[src/rtl/spike_rate_encoder_pkg.sv]
// Shared types and constants for the spike rate encoder.
// Also used by the LFSR that other blocks reuse for weight noise.
package spike_rate_encoder_pkg;

    typedef enum logic [0:0] {
        IDLE = 1'b0,
        RUN  = 1'b1
    } state_e;

    localparam logic MODE_DET   = 1'b0;
    localparam logic MODE_STOCH = 1'b1;

    // Fibonacci taps 16,14,13,11 expressed on a right-shifting register.
    localparam logic [15:0] LFSR_TAPS     = 16'h002D;
    localparam logic [15:0] LFSR_SEED_DEF = 16'hACE1;

endpackage

[src/rtl/spike_lfsr16.sv]
// 16-bit Fibonacci LFSR with step and seed-load controls.
// A zero seed locks the register at zero; callers must avoid it.
module spike_lfsr16
    import spike_rate_encoder_pkg::*;
#(
    parameter logic [15:0] SEED = LFSR_SEED_DEF
) (
    input  logic        clk,
    input  logic        reset,
    input  logic        load_i,
    input  logic [15:0] seed_i,
    input  logic        step_i,
    output logic [15:0] state_o
);

    logic [15:0] state_q;
    logic        fb;

    assign fb      = ^(state_q & LFSR_TAPS);
    assign state_o = state_q;

    // Seed on reset or load, otherwise shift right feeding the parity in.
    always_ff @(posedge clk) begin
        if (reset) begin
            state_q <= SEED;
        end else if (load_i) begin
            state_q <= seed_i;
        end else if (step_i) begin
            state_q <= {fb, state_q[15:1]};
        end
    end

endmodule

[src/rtl/spike_rate_encoder.sv]
// Turns per-channel intensities into spike trains, one vector per tick.
// Deterministic mode uses phase accumulators, stochastic mode an LFSR.
module spike_rate_encoder
    import spike_rate_encoder_pkg::*;
#(
    parameter int          CHANNELS  = 8,
    parameter int          VAL_W     = 8,
    parameter int          WINDOW    = 16,
    parameter logic [15:0] LFSR_SEED = LFSR_SEED_DEF
) (
    input  logic                clk,
    input  logic                reset,
    input  logic                in_valid,
    output logic                in_ready,
    input  logic [VAL_W-1:0]    in_data,
    input  logic                in_last,
    input  logic                start,
    input  logic                mode,
    input  logic                tick_en,
    output logic [CHANNELS-1:0] spikes_out,
    output logic                spikes_valid,
    output logic                frame_done,
    output logic                busy
);

    localparam int IDX_W = (CHANNELS > 1) ? $clog2(CHANNELS) : 1;
    localparam int TCK_W = (WINDOW > 1) ? $clog2(WINDOW) : 1;
    localparam logic [IDX_W-1:0] IDX_LAST  = IDX_W'(CHANNELS - 1);
    localparam logic [TCK_W-1:0] TICK_LAST = TCK_W'(WINDOW - 1);

    state_e                state_q, state_d;
    logic [IDX_W-1:0]      idx_q, idx_d;
    logic [TCK_W-1:0]      tick_q, tick_d;
    logic                  mode_q, mode_d;
    logic [VAL_W-1:0]      intens_q [CHANNELS];
    logic [VAL_W-1:0]      intens_d [CHANNELS];
    logic [VAL_W-1:0]      acc_q [CHANNELS];
    logic [VAL_W-1:0]      acc_d [CHANNELS];
    logic [CHANNELS-1:0]   spikes_q, spikes_d;
    logic                  svalid_q, svalid_d;
    logic                  fdone_q, fdone_d;
    logic                  lfsr_step;
    logic [15:0]           lfsr;
    logic [VAL_W-1:0]      rnd [CHANNELS];
    logic [VAL_W:0]        sum;

    spike_lfsr16 #(
        .SEED(LFSR_SEED)
    ) u_lfsr (
        .clk    (clk),
        .reset  (reset),
        .load_i (1'b0),
        .seed_i (LFSR_SEED),
        .step_i (lfsr_step),
        .state_o(lfsr)
    );

    assign in_ready     = (state_q == IDLE);
    assign busy         = (state_q == RUN);
    assign spikes_out   = spikes_q;
    assign spikes_valid = svalid_q;
    assign frame_done   = fdone_q;

    // Per-channel random threshold: a wrapping window onto the LFSR.
    always_comb begin
        for (int c = 0; c < CHANNELS; c++) begin
            for (int b = 0; b < VAL_W; b++) begin
                rnd[c][b] = lfsr[(c + b) % 16];
            end
        end
    end

    // Load port, frame start and per-tick spike generation.
    always_comb begin
        state_d   = state_q;
        idx_d     = idx_q;
        tick_d    = tick_q;
        mode_d    = mode_q;
        intens_d  = intens_q;
        acc_d     = acc_q;
        spikes_d  = '0;
        svalid_d  = 1'b0;
        fdone_d   = 1'b0;
        lfsr_step = 1'b0;
        sum       = '0;
        case (state_q)
            IDLE: begin
                if (in_valid) begin
                    intens_d[idx_q] = in_data;
                    if (in_last || idx_q == IDX_LAST) begin
                        idx_d = '0;
                    end else begin
                        idx_d = idx_q + 1'b1;
                    end
                end
                if (start) begin
                    state_d = RUN;
                    tick_d  = '0;
                    mode_d  = mode;
                    for (int c = 0; c < CHANNELS; c++) begin
                        acc_d[c] = '0;
                    end
                end
            end
            RUN: begin
                if (tick_en) begin
                    for (int c = 0; c < CHANNELS; c++) begin
                        if (mode_q == MODE_DET) begin
                            sum = {1'b0, acc_q[c]} + {1'b0, intens_q[c]};
                            spikes_d[c] = sum[VAL_W];
                            acc_d[c]    = sum[VAL_W-1:0];
                        end else begin
                            spikes_d[c] = (intens_q[c] > rnd[c]);
                        end
                    end
                    lfsr_step = (mode_q == MODE_STOCH);
                    svalid_d  = 1'b1;
                    if (tick_q == TICK_LAST) begin
                        fdone_d = 1'b1;
                        state_d = IDLE;
                        tick_d  = '0;
                    end else begin
                        tick_d = tick_q + 1'b1;
                    end
                end
            end
            default: state_d = IDLE;
        endcase
    end

    // State registers with synchronous reset.
    always_ff @(posedge clk) begin
        if (reset) begin
            state_q  <= IDLE;
            idx_q    <= '0;
            tick_q   <= '0;
            mode_q   <= MODE_DET;
            spikes_q <= '0;
            svalid_q <= 1'b0;
            fdone_q  <= 1'b0;
            for (int c = 0; c < CHANNELS; c++) begin
                intens_q[c] <= '0;
                acc_q[c]    <= '0;
            end
        end else begin
            state_q  <= state_d;
            idx_q    <= idx_d;
            tick_q   <= tick_d;
            mode_q   <= mode_d;
            spikes_q <= spikes_d;
            svalid_q <= svalid_d;
            fdone_q  <= fdone_d;
            intens_q <= intens_d;
            acc_q    <= acc_d;
        end
    end

endmodule

[config.mk]
export PLATFORM = sky130hd
export DESIGN_NAME = spike_rate_encoder
export DESIGN_NICKNAME = d
export VERILOG_FILES = /design/src/rtl/spike_rate_encoder_pkg.sv /design/src/rtl/spike_lfsr16.sv /design/src/rtl/spike_rate_encoder.sv
export SDC_FILE = /design/constraint.sdc
export NUM_CORES = 1
export LEC_CHECK = 0
export CAP_MARGIN = 20
export CORE_MARGIN = 5
export CORE_UTILIZATION = 50
export CTS_CLUSTER_DIAMETER = 50
export DETAILED_ROUTE_END_ITERATION = 6
export PLACE_DENSITY = 0.67
export SYNTH_ARGS = -nofsm -noshare
export SYNTH_HDL_FRONTEND = slang
export SYNTH_HIERARCHICAL = 1
export SYNTH_SLANG_ARGS = --single-unit
[constraint.sdc]
create_clock -name clk -period 4.2 [get_ports clk]
set_input_delay 0.63 -clock clk [delete_from_list [all_inputs] [get_ports clk]]
set_output_delay 0.63 -clock clk [all_outputs]
set_load 0.005 [all_outputs]
# Word level (Yosys, flattened, before mapping)
# Index checks and enable logic that the tools add are counted.
# word_totals
out_inout_bits,12
word_cells,96
register_bits,163
# classes
magnitude_cmp,10
n_addsub,10
n_reduce_logical,9
n_mux,35
eq_ne,5
n_bitwise,3
# ops
operator,n
64-bit 2-to-1 mux,2
64-bit case mux with 2 select lines,1
8-bit by 8-bit adder with 9-bit output,8
8-bit 2-to-1 mux,9
64-bit bitwise mux,1
8-bit > comparator,8
8-bit demux with 3-bit select,1
16-bit parity,1
1-bit 2-to-1 mux,15
4-bit 2-to-1 mux,3
4-bit case mux with 2 select lines,1
2-bit AND reduction,3
"4-bit by 1-bit adder with 4-bit output, second input constant",1
"4-bit == test, second input constant",1
"4-bit >= comparator, second input constant",1
"4-bit by 1-bit < comparator with 1-bit output, second input constant",1
"2-bit != test, second input constant",2
3-bit NOT with 4-bit output,1
"3-bit by 1-bit adder with 3-bit output, second input constant",1
"3-bit == test, second input constant",1
3-bit 2-to-1 mux,1
3-bit AND reduction,1
3-bit OR reduction,1
"2-bit by 1-bit != test with 1-bit output, second input constant",1
other kinds (5),6

# Depth between registers and ports, before layout
# logic_depth
ltp_word,6
depth_mapped,8
mapped_depth_nobuf,7

# Modules after synthesis
# The synthesis kept the hierarchy.
# modules_own_cells
mod,n_inst,seq_area_each_um2,cells_each,area_each_um2
spike_rate_encoder,1,2942.8,965,8735.9
spike_lfsr16,1,320.3,74,860.8

# Least setup slack after synthesis
# OpenSTA, ideal clock, no wires.
# synth_timing
path_kind,register to register
start,register intens_q[48] in the netlist's numbering
end,register spikes_q[1] (netlist: spikes_out[1])
n_path_buf,0
synth_period_minus_slack_ps,1778
arrival_time_ps,1648
path_stages_with_launch,8
slack_ps,2422
required_ps,4071
cell_sequence,dfxtp_1 > ha_1 > fa_1 > a21o_1 > a221oi_1 > o21ai_0 > nand2_1 > o21ai_1
# synth_via
elab_chain_len,2
# synth_rtl
item,line,source
from (decl),spike_rate_encoder.sv:35,logic [VAL_W-1:0] intens_q [CHANNELS];
from (signal assigned),spike_rate_encoder.sv:153,intens_q <= intens_d;
8-bit by 8-bit adder with 9-bit output / 8-bit > comparator (equally long branches),"spike_rate_encoder.sv:109, spike_rate_encoder.sv:113",
1-bit 2-to-1 mux (*),spike_rate_encoder.sv:108,if (mode_q == MODE_DET) begin
to (signal assigned),spike_rate_encoder.sv:150,spikes_q <= spikes_d;
to (decl),spike_rate_encoder.sv:39,"logic [CHANNELS-1:0] spikes_q, spikes_d;"
# Every way passes the cells marked *; elsewhere a longest branch is shown, timed or not.
# A chain may end at the register's enable or synchronous reset.

# Final worst setup path
# layout_timing
start,register mode_q
end,register spikes_q[6] (netlist: spikes_out[6])
# layout_via
elab_chain_len,1
# layout_rtl
item,line,source
from (decl),spike_rate_encoder.sv:34,"logic mode_q, mode_d;"
from (signal assigned),spike_rate_encoder.sv:149,mode_q <= mode_d;
1-bit 2-to-1 mux,spike_rate_encoder.sv:108,
# No other way between the ends.

==> flow_summary.toml <==
[run_status]
outcome = "finished, final reports clean"

[logic_synthesis]
synthMuxAreaShare_pct = 10.42
synth-xor-area-share_pct = 4.563
synth_area_mm2 = 0.009597
synth_cells = 1039
synth_seq_cells = 163
synth_ff_type = "dfxtp_1"
postSynthAreaPerCell_um2 = 9.236
yosys.area.top_type_share_pct = 34.00
ys_seq_area_share_pct = 34.00
synth-edff-count = 0
synth_largest_area_cell = "dfxtp_1"
synth_top_family_by_area = "adder cells"
synth_warnings = 6
async_flop_share_pct = 0
yosys.area_share.adder_pct = 18.75
synth_area_leaders = "dfxtp_1, ha_1, mux2i_1, a21oi_1, nor2_1"
synth-compound-area-share_pct = 14.68
synth-simple-area-share_pct = 13.38
synth.distinct_cells = 61

[global_routing]
grt_max_degree = 78
track_usage_pct = 21.96
grt_pass1_wl_mm = 38.09
grt.overflow.total = 0
antenna_found_initial = 0
grt_pass1_vias = 7184

[floorplanning]
dieArea_mm2 = 0.02206
io_pins = 27
die_h_um = 148.5
initial_core_util_pct = 50.96
core_area_mm2 = 0.01883
rows = 50
die_w_um = 148.5

[power]
total_power_mw = 3.503
leakage_nw = 4.822
ir_drop_mv = 0.2896
power_density_mw_per_mm2 = 329.7

[drt]
viasPerCell = 5.606
wl_per_cell_um = 17.87
antenna_left = 0
wl_mm = 23.73
drt_iter0_markers = 440
drt_first_pass_iters = 5
route.detailed.drc = 0
vias = 7445

[worst_setup_path]
cp-end-kind = "register"
critPathRequiredTime_ns = 4.55
arrival_ns = 3.19
crit_type = "reg -> reg"
critPathLaunchType = "register"
path_max_fanout = 18

[clocking]
cts_buffer_depth = 2
cts_resized = 0
clkTransAtPathRegs_ns = 0.06
clkLatencyLatePin_ns = 0.43
cts_buffers = 17
cts_setup_buffers = 0
cts_tree = "yes"
htree_levels = 4
root_buffer = "clkbuf_16"
cts_sinks = 163
cts_hold_buf = 0

[placed_design]
io_buffers = 26
placed_area_mm2 = 0.01002
gp_congestion = 0.8490
dp.cells = 1298
dp.final_hpwl_mm = 16.17

[hold_path]
hold_path.class = "reg -> reg"

[finish]
fillers = 1689
finalNetCount = 1211
register_area_mm2 = 0.003263
n_antenna_cell = 0
area_growth_pct = 10.73
finalInstanceArea_mm2 = 0.01063
instances_no_fill = 1328
multi_input_area_mm2 = 0.005996
drive_gt1_share_pct = 6.367

[timing]
min_period_ns = 2.841
tns_ns = 0
final_max_slew_viol_count = 0
fmax_mhz = 352.0
skew_ns = 0.007893
whs_ns = 0.4540
setup_violations = 0
tightest_slew_ns = 1.034
finalHoldViolCount = 0
rsz0062_at_grt = "no"
finalCritPeriodShare_pct = 67.63
slew_headroom_pct = 31.03

[job]
max_cap_viol_count = 0
-- metrics by stage --
| stage | worst slack, ns | utilization (%) |
|---|---|---|
| after global placement | 1.085 | 53.22 |
| after floorplan | 2.422 | - |
| final | 1.359 | 56.43 |
| after detailed placement | 1.079 | 53.22 |
| after CTS | 1.382 | 56.43 |
| after global routing | 1.255 | 56.43 |
-- placed cells by master (no fill, tap or decap), types with 27 or more instances in the layout --
cell / instances
a21oi_1: 88
a22oi_1: 27
dfxtp_1: 163
ha_1: 131
inv_1: 35
mux2i_1: 80
nand2_1: 68
nor2_1: 115
o21ai_0: 52
xor2_1: 42
-- synth_stat cells, types with 6 or more instances --
master / number
dfxtp_1: 163
ha_1: 131
nor2_1: 116
a21oi_1: 88
mux2i_1: 80
nand2_1: 68
o21ai_0: 52
xor2_1: 42
inv_1: 35
a22oi_1: 27
clkbuf_1: 27
nand3_1: 18
nand4_1: 16
a22o_1: 9
buf_2: 9
nor2b_1: 9
fa_1: 8
mux2_4: 8
nand2b_1: 8
o211ai_1: 8
xnor2_1: 8
a221oi_1: 7
mux2_2: 7
nand3b_1: 7
o21bai_1: 7
a31oi_1: 6
-- kinds of logic after synthesis --
kind of cell	after synthesis
other	2
xor gates and xnor gates	50
muxes	95
buffers and inverters	84
AOI/OAI and AO/OA	232
adders and majority gates	139
DFF	163
and+or+nand+nor	274
-- state kept, by name (all words and copies together), names as in the netlist --
signal and cells:
acc_q 64, intens_q 64, u_lfsr/state_o 16, spikes_out 8
tick_q 4, idx_q 3, busy 1, frame_done 1
mode_q 1, spikes_valid 1
-- layer usage --
metal | global-route usage [%] | wire [um] | up-vias
met3 | 3.748 | 832 | 39
met2 | 35.87 | 10910 | 126
met4 | 7.298 | 535 | 0
met1 | 29.56 | 11440 | 3553
met5 | 0 | 0 | -
li1 | - | - | 3727
-- report_power, final --
group,leakage (nW),switching [mW],internal [mW]
registers,1.32,0.0290,1.57
clock network,0.298,0.631,0.999
logic,3.21,0.179,0.0981
-- worst paths after layout --
| check | startpoint | endpoint | slack, ns | cells after the start |
|---|---|---|---|---|
| max | mode_q | spikes_out[6] | 1.36 | 4 |
| min reg2reg | acc_q[58] | acc_q[58] | 0.45 | 2 |
| max reg2reg | mode_q | spikes_out[6] | 1.36 | 4 |
| min | acc_q[58] | acc_q[58] | 0.45 | 2 |
-- area by class of cell --
cell class / instances / share of cell area, %
clock inverter: 11 / 1.519
tap: 260 / 3.061
inverter: 36 / 1.272
timing repair buffer: 32 / 2.849
clock buffer: 19 / 4.168
multi-input combinational: 807 / 56.42
sequential: 163 / 30.71
-- critical path: stages, from the launching register on --
cell	delay (ns)
dfxtp_1	0.85
and3_1	0.97
nor2b_1	0.53
o21ai_0	0.22
o22ai_1	0.17
No activity file was read; power rests on OpenSTA's default activity.
